<file path="src/rtl/hpgp_turbo_enc.sv">
// hpgp_turbo_enc
//   Duo-binary turbo encoder stage. It sits directly after the HPGP turbo
//   interleaver and takes two di-bit streams each cycle:
//     - the natural-order systematic pair (din_sys)
//     - the interleaved pair (din_itl)
//   Two identical 8-state recursive constituent encoders run in lock-step,
//   one per stream. Each accepted pair produces, one cycle later:
//     - the systematic pair
//     - one parity bit per encoder
//     - block framing (first/last)
//   After the last pair of a block, the final encoder states are reported.
//
// Ports
//   clk        rising-edge system clock
//   n_rst      asynchronous active-low reset
//   pb_size    block size code, sampled on the first pair of a block:
//                0 -> 64, 1 -> 544, 2 -> 2080, 3 -> 8 pairs
//   din_sys    systematic pair {u1,u2}
//   din_itl    interleaved pair {v1,v2}
//   din_vld    both input pairs valid this cycle
//   dout_sys   registered copy of din_sys
//   dout_par   {p,q}: p from encoder 1 (systematic), q from encoder 2
//   dout_vld   dout_sys/dout_par valid
//   dout_first first pair of the block (qualified by dout_vld)
//   dout_last  last pair of the block (qualified by dout_vld)
//   end_st1    encoder-1 final state {s1,s2,s3}; holds until the next end_vld
//   end_st2    encoder-2 final state; holds until the next end_vld
//   end_vld    one-cycle pulse when a block has finished
//   busy       high while a block is in progress (RUN)
//
// Handshake: din_vld is a pure valid qualifier. There is no ready signal,
// and every pair presented in IDLE or RUN is consumed on that edge. A pair
// presented during the single DONE cycle is dropped. Upstream leaves at
// least one idle cycle between blocks, so this drop never hits real data.
module hpgp_turbo_enc #(
  parameter int CNT_W = 12
) (
  input  logic       clk,
  input  logic       n_rst,
  input  logic [1:0] pb_size,
  input  logic [1:0] din_sys,
  input  logic [1:0] din_itl,
  input  logic       din_vld,
  output logic [1:0] dout_sys,
  output logic [1:0] dout_par,
  output logic       dout_vld,
  output logic       dout_first,
  output logic       dout_last,
  output logic [2:0] end_st1,
  output logic [2:0] end_st2,
  output logic       end_vld,
  output logic       busy
);

  typedef enum logic [1:0] {
    ST_IDLE = 2'd0,
    ST_RUN  = 2'd1,
    ST_DONE = 2'd2
  } state_t;

  state_t             state_q, state_d;
  logic [2:0]         st1_q, st2_q;
  logic [CNT_W-1:0]   cnt_q;
  logic [CNT_W-1:0]   len_q;

  logic               accept;
  logic [CNT_W-1:0]   cnt_inc;
  logic [CNT_W-1:0]   len_dec;
  logic [CNT_W-1:0]   len_cur;
  logic               last_hit;
  logic [3:0]         step1, step2;

  // One constituent-encoder step.
  // Returns {parity, next_state}; state is {s1,s2,s3}.
  // Parity uses the pre-update state.
  function automatic logic [3:0] enc_step(input logic       a,
                                          input logic       b,
                                          input logic [2:0] s);
    logic fb;
    logic par;
    fb  = a ^ b ^ s[1] ^ s[0];
    par = fb ^ s[2] ^ s[0];
    return {par, fb, s[2] ^ b, s[1] ^ b};
  endfunction

  always_comb begin
    len_dec = CNT_W'(8);
    case (pb_size)
      2'd0:    len_dec = CNT_W'(64);
      2'd1:    len_dec = CNT_W'(544);
      2'd2:    len_dec = CNT_W'(2080);
      default: len_dec = CNT_W'(8);
    endcase
  end

  // In IDLE the incoming pair is pair 1 of a new block. Its length comes
  // straight from pb_size, because len_q is only loaded on that same edge.
  assign accept   = din_vld && ((state_q == ST_IDLE) || (state_q == ST_RUN));
  assign cnt_inc  = (state_q == ST_IDLE) ? CNT_W'(1) : cnt_q + CNT_W'(1);
  assign len_cur  = (state_q == ST_IDLE) ? len_dec : len_q;
  assign last_hit = accept && (cnt_inc == len_cur);

  assign step1 = enc_step(din_sys[1], din_sys[0], st1_q);
  assign step2 = enc_step(din_itl[1], din_itl[0], st2_q);

  assign busy = (state_q == ST_RUN);

  always_ff @(posedge clk or negedge n_rst) begin
    if (!n_rst) state_q <= ST_IDLE;
    else        state_q <= state_d;
  end

  always_comb begin
    state_d = state_q;
    case (state_q)
      ST_IDLE: if (din_vld) state_d = ST_RUN;
      ST_RUN:  if (last_hit) state_d = ST_DONE;
      ST_DONE: state_d = ST_IDLE;
      default: state_d = ST_IDLE;
    endcase
  end

  always_ff @(posedge clk or negedge n_rst) begin
    if (!n_rst) begin
      st1_q      <= 3'b000;
      st2_q      <= 3'b000;
      cnt_q      <= '0;
      len_q      <= '0;
      dout_sys   <= 2'b00;
      dout_par   <= 2'b00;
      dout_vld   <= 1'b0;
      dout_first <= 1'b0;
      dout_last  <= 1'b0;
      end_st1    <= 3'b000;
      end_st2    <= 3'b000;
      end_vld    <= 1'b0;
    end else begin
      dout_vld   <= 1'b0;
      dout_first <= 1'b0;
      dout_last  <= 1'b0;
      end_vld    <= 1'b0;
      if (accept) begin
        dout_sys   <= din_sys;
        dout_par   <= {step1[3], step2[3]};
        dout_vld   <= 1'b1;
        dout_first <= (state_q == ST_IDLE);
        dout_last  <= last_hit;
        st1_q      <= step1[2:0];
        st2_q      <= step2[2:0];
        cnt_q      <= cnt_inc;
        if (state_q == ST_IDLE) len_q <= len_dec;
      end else if (state_q == ST_DONE) begin
        // Report the final states, then clear so the next block starts at 000.
        end_vld <= 1'b1;
        end_st1 <= st1_q;
        end_st2 <= st2_q;
        st1_q   <= 3'b000;
        st2_q   <= 3'b000;
        cnt_q   <= '0;
      end
    end
  end

endmodule

</file>
<file path="config.mk">
export PLATFORM = sky130hd
export DESIGN_NAME = hpgp_turbo_enc
export DESIGN_NICKNAME = d
export VERILOG_FILES = /design/src/rtl/hpgp_turbo_enc.sv
export SDC_FILE = /design/constraint.sdc
export NUM_CORES = 1
export LEC_CHECK = 0
export CORE_AREA = 5 5 100 102
export DETAILED_ROUTE_END_ITERATION = 6
export DIE_AREA = 0 0 105 107
export HOLD_SLACK_MARGIN = 0.05
export SYNTH_ARGS = -nofsm -noshare
export SYNTH_HDL_FRONTEND = slang
export SYNTH_SLANG_ARGS = --single-unit
</file>
<file path="constraint.sdc">
create_clock -name clk -period 2.7 [get_ports clk]
set_input_delay 0.81 -clock clk [delete_from_list [all_inputs] [get_ports clk]]
set_output_delay 0.81 -clock clk [all_outputs]
set_load 0.01 [all_outputs]
</file>
==> summary.md, run 1 <==
| Metric | Value |
|---|---|
| Status | finished clean |
| Starting density of the core | 29.2% |
| Unique masters post-synth | 56 |
| Flop2flop setup slack | between 400 and 500 ps |
| Grt ovf | 0 |
| Worst-case clock buffer depth | 2 |
| Sink Count | 46 |
| Hold Buf Count CTS | 0 |
| Final Hold Fails | 0 |
| Crit-path max cell delay | between 600 and 700 ps |
| Clock latency at the later pin of the worst-skew pair | 300 ps |
| Worst EP arrival | around 2500 ps |
| R2r startpoint | cnt_q[1]$_DFFE_PN0P_ |
| Largest net degree at the start of global routing | 32 |
| Die ar. | between 0.01 and 0.015 mm² |
| Syn Area/Cell | 9.55 µm² |
| # fillers | ~930 |
| Drt wl/cell | roughly 15 µm |
| Fin util | 33.7% |
| Synth Flop Type | dfrtp_1 |
| Final worst clock skew | 10.3 ps |
| Yosys top cell by area | dfrtp_1 |
| Initial drt markers | ~150 |
| Die height | around 110 µm |
| CP Capture Type | flip-flop |
| Syn_nets | approximately 290 |
| Hold Path Class | input port to async pin |
| Port Buffers | 23 |
| Post-synthesis cell area | approximately 0.0026 mm² |
| Layout Nets | 312 |
| Seq/Total Area, Yosys | around 44% |
| Vias in the first global route | between 2000 and 2500 |
| Slew @ Worst Pin | about 560 ps |
| Clock root cell | clkbuf_8 |
| Switching power | 1020 µW |
| Crit-path leading delay family | compound AO/OA/AOI/OAI gates |
| Final period demand of the worst path | 2300 ps |
| Dpl ws | about 260 ps |
| Final Instance Area | just over 0.003 mm² |
| Number of synthesized register bits | 46 |
| # diodes | 0 |
| Leakage | roughly 0.0014 µW |
| CP max stage cell | dfrtp_1 |
| Clock power frac | between 15 and 20% |
| Max_cap viols | 0 |
| Vias/cell | ~5.1 |
| Layout cells sized above 1 | a little over a tenth |
| Drt pass-1 iters | 4 |
| Global placement routability congestion | ~0.84 |
| Startpoint Class | flip-flop |
| Setup Viol. Count Final | 0 |
| GRT Util Overall | between 10% and 20% |
| Mapped Cells | 276 |
| Crit path max fanout | 13 |
| H-tree depth | 2 |
| Post-synth EDFFs | 0 |
| Worst R2R Path Depth | 6 |
| HPWL Detailed | around 4400 µm |
| Setup WS post-layout | between 400 and 500 ps |
| Period utilization | around 85% |
| Area Overhead vs Synth | 15.4% |
| WP data required | ~3000 ps |
| Rows | 35 |
| Slew margin rel. | 62.8% |
| Reg power frac | roughly 44% |
| Area fraction of the dominant cell type after synthesis | a little over two fifths |
| Critical-path cell list | ha_1 > xor3_1 > nor3_1 > o21bai_1 > a211oi_2 > o221a_1 |
| Setup TNS | 0 ps |
| Resize count post-CTS | 0 |
| Die width | 105 µm |
| Placement Cell Area | approximately 0.0030 mm² |
| Worst-path clk slew | ~90 ps |
| Switching share of power | 41.5% |
| Core area | between 0.009 and 0.01 mm² |
| Drt drc | 0 |
| RSZ-0062 raised after global routing | false |
| Worst R2R End | dout_last$_DFF_PN0_ |
| Via count | 2069 |
| Async S/R FF share, synth | 100% |
| Initial antenna violation count | 0 |
| Slew Limit Fails | 0 |
| Cts bufs inserted | 5 |
| F_max | approximately 440 MHz |
| Finished Layout Cells | between 400 and 500 |
| Most frequent cells in the layout | nand2_1, dfrtp_1, clkdlybuf4s50_1 |
| CTS tree | yes |
| Critical path class | flip-flop to flip-flop |
| Internal power | between 1000 and 1500 µW |
| CP Buf/Inv Count | 0 |
| Comb power frac | 38.9% |
| Post-CTS Setup Bufs | 0 |
| Maximum VDD drop | around 0.39 mV |
| PwrDens | between 800 and 900 mW/mm² |
| DRT Wirelength | just over 6000 µm |
| ANT nets after route | 0 |
| First-pass GRT wire length | 10300 µm |
| Synth area leaders | dfrtp_1, nand2_1, xor2_1 |
| Io pins | 24 |
| Yosys warns | 0 |
| Placed cell count | 401 |
==> per-layer routing <==
| layer | vias to the layer above | global-route usage, % | part of all wire (%) |
|---|---|---|---|
| met1 | 1008 | 15.1 | 46 |
| met3 | 2 | 2.71 | 4.4 |
| li1 | 1009 | - | - |
| met5 | - | 0 | 0 |
| met2 | 50 | 17.6 | 49 |
| met4 | 0 | 2.65 | 0.13 |
==> synthesized netlist by cell type (2+ instances only) <==
cell type	count
nand3_1	7
a22oi_1	3
xnor2_1	8
o221a_1	2
buf_6	5
nor3_1	8
o32ai_1	2
dfrtp_1	46
nand2b_1	4
clkbuf_1	6
nand2_1	46
ha_1	6
buf_4	4
nor4_2	2
o21bai_1	2
a22o_1	2
nand4_1	2
and3_1	2
o22ai_1	2
a21oi_1	7
nor4_1	3
o21ai_0	19
and4_1	2
o211ai_1	5
buf_2	2
a211oi_1	2
nor2b_1	7
inv_1	8
nor2_1	15
a31oi_1	4
and2_1	2
xor2_1	13
nand3_2	2
mux2_2	4
==> worst reg2reg max path, stage by stage (launching register included) <==
cell and delay [ps]:
dfrtp_1 640, ha_1 430, xor3_1 380, nor3_1 140
o21bai_1 110, a211oi_2 310, o221a_1 240
==> worst max-delay path by stage <==
stage,start,to,slack [ps],cells after the start
floorplan,cnt_q[0]$_DFFE_PN0P_,dout_last$_DFF_PN0_,900,7
global route,cnt_q[1]$_DFFE_PN0P_,state_q[0]$_DFFE_PN0P_,240,6
detailed placement,din_vld,state_q[0]$_DFFE_PN0P_,260,6
CTS,cnt_q[1]$_DFFE_PN0P_,dout_last$_DFF_PN0_,420,6
global placement,din_vld,state_q[0]$_DFFE_PN0P_,340,6
finish,cnt_q[1]$_DFFE_PN0P_,dout_last$_DFF_PN0_,400,6
==> layout make-up <==
cell class	count	area, µm²	area share [%]
multi-input cells	203	1330	43.6
flip-flops and latches	46	1150	37.8
repair buffers	32	305	10.0
well taps	111	139	4.56
clock buffers	6	72.6	2.38
inverters	9	33.8	1.11
clock inverters	2	13.8	0.452
==> logic make-up after synthesis <==
kind of cell    synth area share [%]
xor+xnor                        7.88
flops                           43.7
compound gates                  16.9
simple gates                    20.6
fa+ha+maj                       2.85
buf+inv                         5.98
mux                             2.09
==> power by group through the flow <==
| stage | Sequential, µW | Clock (µW) | Combinational, µW |
|---|---|---|---|
| 5_1_grt | 1110 | 464 | 1070 |
| 3_3_place_gp | 1080 | 0 | 935 |
| 2_1_floorplan | 948 | 0 | 930 |
| 3_5_place_dp | 1090 | 0 | 958 |
| 4_1_cts | 1080 | 436 | 958 |
| 6_report | 1080 | 423 | 958 |
==> stage by stage <==
step | hold slack, ps | power, µW
4_1_cts | 492 | 2470
6_report | 486 | 2460
3_5_place_dp | 462 | 2040
5_1_grt | 513 | 2640
2_1_floorplan | 479 | 1880
3_3_place_gp | 463 | 2010
==> registers in the layout, indices dropped and copies added, names as in the netlist <==
name        cells
cnt_q          12
len_q          12
end_st1         3
end_st2         3
st1_q           3
st2_q           3
dout_par        2
dout_sys        2
state_q         2
dout_first      1
dout_last       1
dout_vld        1
end_vld         1
Power figures use the tool's default switching activity.
==> run 2, diff against run 1 <==
--- a/config.mk
+++ b/config.mk
@@ -9,6 +9,7 @@
 export DETAILED_ROUTE_END_ITERATION = 6
 export DIE_AREA = 0 0 105 107
 export HOLD_SLACK_MARGIN = 0.05
+export SLEW_MARGIN = 20
 export SYNTH_ARGS = -nofsm -noshare
 export SYNTH_HDL_FRONTEND = slang
 export SYNTH_SLANG_ARGS = --single-unit
==> results of run 2 <==
The final DEF is identical to that of run 1; final timing and power are the same.
==> run 3, diff against run 2 <==
--- a/config.mk
+++ b/config.mk
@@ -5,10 +5,11 @@
 export SDC_FILE = /design/constraint.sdc
 export NUM_CORES = 1
 export LEC_CHECK = 0
-export CORE_AREA = 5 5 100 102
+export CORE_AREA = 5 5 86 119
 export DETAILED_ROUTE_END_ITERATION = 6
-export DIE_AREA = 0 0 105 107
+export DIE_AREA = 0 0 91 124
 export HOLD_SLACK_MARGIN = 0.05
+export SKIP_CTS_REPAIR_TIMING = 1
 export SLEW_MARGIN = 20
 export SYNTH_ARGS = -nofsm -noshare
 export SYNTH_HDL_FRONTEND = slang
==> constraint.sdc (replaced) <==
create_clock -name clk -period 2.8 [get_ports clk]
set_input_delay 0.84 -clock clk [delete_from_list [all_inputs] [get_ports clk]]
set_output_delay 0.84 -clock clk [all_outputs]
set_load 0.01 [all_outputs]
==> run 3 against run 2 <==
Effect of this change: clock-buffer cell count unchanged; clock power rose by 60%; first-iteration DRC count down 2.7%; sequential cell count unchanged; sequential share of layout area decreased by 0.76 points; wire length is 1.4% lower; sequential power is 6% lower; cell area is 2.1% higher.
==> summary.md, run 3 (synthesized netlist as in run 1, its figures left out) <==
| Metric | Value |
|---|---|
| Status | finished clean (unchanged) |
| Final hold slack | 485 ps (was 486 ps) |
| Rows | 41 (was 35) |
| Fin util | 34.6% (was 33.7%) |
| Clock power frac | 25.6% (was 17.2%) |
| # diodes | 0 (unchanged) |
| Critical-path cell list | inv_1 > nor2_1 > clkdlybuf4s50_1 (was ha_1 > xor3_1 > nor3_1 > o21bai_1 > a211oi_2 > o221a_1) |
| Cts bufs inserted | 5 (unchanged) |
| Dpl ws | 359 ps (was 258 ps) |
| GRT Util Overall | 11.2% (was 11.1%) |
| WHS Path Cells | 2 |
| Grt ovf | 0 (unchanged) |
| Drt wl/cell | 14.9 µm (was 15.0 µm) |
| Io pins | 24 (unchanged) |
| Flop2flop setup slack | 600 ps (was 400 ps) |
| Switching power | 1000 µW (was 1020 µW) |
| H-tree depth | 2 (unchanged) |
| Via count | 2067 (was 2069) |
| Setup crit start | state_q[0]$_DFFE_PN0P_ (was cnt_q[1]$_DFFE_PN0P_) |
| Area Overhead vs Synth | 17.8% (was 15.4%) |
| Worst-path clk slew | 70 ps (was 90 ps) |
| Port Buffers | 23 (unchanged) |
| DRT Wirelength | 6030 µm (was 6120 µm) |
| F_max | roughly 440 MHz |
| Top flop regs | cnt_q x12, len_q x12 (unchanged) |
| Comb power frac | 35.8% (was 38.9%) |
| Setup Viol. Count Final | 0 (unchanged) |
| Drt drc | 0 (unchanged) |
| Most frequent cells in the layout | nand2_1, dfrtp_1, clkdlybuf4s50_1 (unchanged) |
| CP Capture Type | output pin (was flip-flop) |
| Max_cap viols | 0 (unchanged) |
| Clock root cell | clkbuf_16 (was clkbuf_8) |
| Crit-path max cell delay | 480 ps (was 640 ps) |
| CP Buf/Inv Count | 2 (was 0) |
| Hold Path Class | flip-flop to flip-flop (was input port to async pin) |
| Period utilization | between 80% and 90% |
| Final Hold Fails | 0 (unchanged) |
| Vias in the first global route | 2129 (was 2085) |
| Worst R2R End | dout_last$_DFF_PN0_ (unchanged) |
| Final worst clock skew | 5.45 ps (was 10.3 ps) |
| Die width | 91 µm (was 105 µm) |
| Setup TNS | 0 ps (unchanged) |
| Worst R2R Path Depth | 6 (unchanged) |
| Clock latency at the later pin of the worst-skew pair | 290 ps (was 300 ps) |
| Internal power | 1640 µW (was 1440 µW) |
| Reg power frac | 38.6% (was 43.9%) |
| CTS tree | yes (unchanged) |
| Vias/cell | 5.10 (was 5.06) |
| Die ar. | 0.0113 mm² (was 0.0112 mm²) |
| Slew @ Worst Pin | 592 ps (was 558 ps) |
| Initial drt markers | 144 (was 148) |
| HPWL Detailed | 4310 µm (was 4370 µm) |
| Crit-path leading delay family | buffers and inverters (was compound AO/OA/AOI/OAI gates) |
| Worst EP arrival | 1460 ps (was 2540 ps) |
| CP max stage cell | clkdlybuf4s50_1 (was dfrtp_1) |
| Core area | 0.00898 mm² (was 0.00902 mm²) |
| Switching share of power | 37.9% (was 41.5%) |
| Final period demand of the worst path | ~2300 ps |
| Slew Limit Fails | 0 (unchanged) |
| Final Instance Area | 0.00311 mm² (was 0.00304 mm²) |
| Largest net degree at the start of global routing | 47 (was 32) |
| Layout Nets | 312 (unchanged) |
| Sink Count | 46 (unchanged) |
| Levels on crit path | 3 (was 6) |
| PwrDens | 851 mW/mm² (was 809 mW/mm²) |
| RSZ-0062 raised after global routing | false (unchanged) |
| Worst-case clock buffer depth | 2 (unchanged) |
| R2r startpoint | cnt_q[0]$_DFFE_PN0P_ (was cnt_q[1]$_DFFE_PN0P_) |
| Critical path class | flip-flop to output pin (was flip-flop to flip-flop) |
| Die height | 124 µm (was 107 µm) |
| Leakage | 0.00140 µW (was 0.00137 µW) |
| WP data required | 1960 ps (was 2940 ps) |
| First-pass GRT wire length | 10300 µm (about the same) |
| Setup WS post-layout | 503 ps (was 403 ps) |
| Initial antenna violation count | 0 (unchanged) |
| Worst setup path endpoint | busy (was dout_last$_DFF_PN0_) |
| Layout cells sized above 1 | 10.7% (unchanged) |
| Drt pass-1 iters | 4 (unchanged) |
| Maximum VDD drop | 0.437 mV (was 0.389 mV) |
| Placement Cell Area | 0.00294 mm² (was 0.00296 mm²) |
| ANT nets after route | 0 (unchanged) |
| Startpoint Class | flip-flop (unchanged) |
| Slew margin rel. | 60.5% (was 62.8%) |
| Global placement routability congestion | 0.841 (was 0.839) |
| Starting density of the core | 29.4% (was 29.2%) |
| Crit path max fanout | 7 (was 13) |
## run 3: through the flow
step / instances / total power (µW)
finish: 405 / 2640
global route: 405 / 2820
CTS: 405 / 2660
detailed placement: 397 / 1970
global placement: 397 / 1950
floorplan: 276 / 1810
## run 3: how the worst min path moves through the flow
stage / to / slack, ps / startpoint
after CTS: dout_sys[1]$_DFFE_PN0P_ / 490 / dout_sys[1]$_DFFE_PN0P_
after detailed placement: dout_sys[1]$_DFFE_PN0P_ / 460 / dout_sys[1]$_DFFE_PN0P_
after global placement: dout_par[1]$_DFFE_PN0P_ / 470 / dout_par[1]$_DFFE_PN0P_
after floorplan: end_st1[1]$_DFFE_PN0P_ / 480 / st1_q[1]$_DFFE_PN0P_
final: end_st2[2]$_DFFE_PN0P_ / 480 / end_st2[2]$_DFFE_PN0P_
after global routing: dout_sys[0]$_DFFE_PN0P_ / 510 / dout_sys[0]$_DFFE_PN0P_
## run 3: layout make-up
| cell class | instances | area [µm²] |
|---|---|---|
| clock buffer | 6 | 129 |
| clock inverter | 2 | 37.5 |
| fill | 878 | 5870 |
| inverter | 9 | 33.8 |
| multi-input combinational | 203 | 1330 |
| sequential | 46 | 1150 |
| tap | 107 | 134 |
| timing repair buffer | 32 | 293 |
## run 3: routing by layer
layer  share of wire [%]  vias up  routed length [µm]  track usage (%)
li1                    -     1014                   -                -
met1                  44     1004                2630             13.4
met2                  51       38                3050             19.1
met3                 3.5       11                 209             2.42
met4                 2.2        0                 135             5.60
met5                   0        -                   0                0
## run 3: worst reg2reg max path: stages (launching register included)
cell and delay (ps):
dfrtp_1 520, ha_1 410, xor3_1 390, nor3_1 140
o21bai_1 120, a211oi_2 320, o221a_1 240
## run 3: power groups by stage
| stage | registers (µW) | logic (µW) | clock network (µW) |
|---|---|---|---|
| 3_3_place_gp | 1030 | 929 | 0 |
| 2_1_floorplan | 914 | 897 | 0 |
| 6_report | 1020 | 945 | 676 |
| 3_5_place_dp | 1020 | 947 | 0 |
| 4_1_cts | 1020 | 948 | 691 |
| 5_1_grt | 1050 | 1060 | 720 |
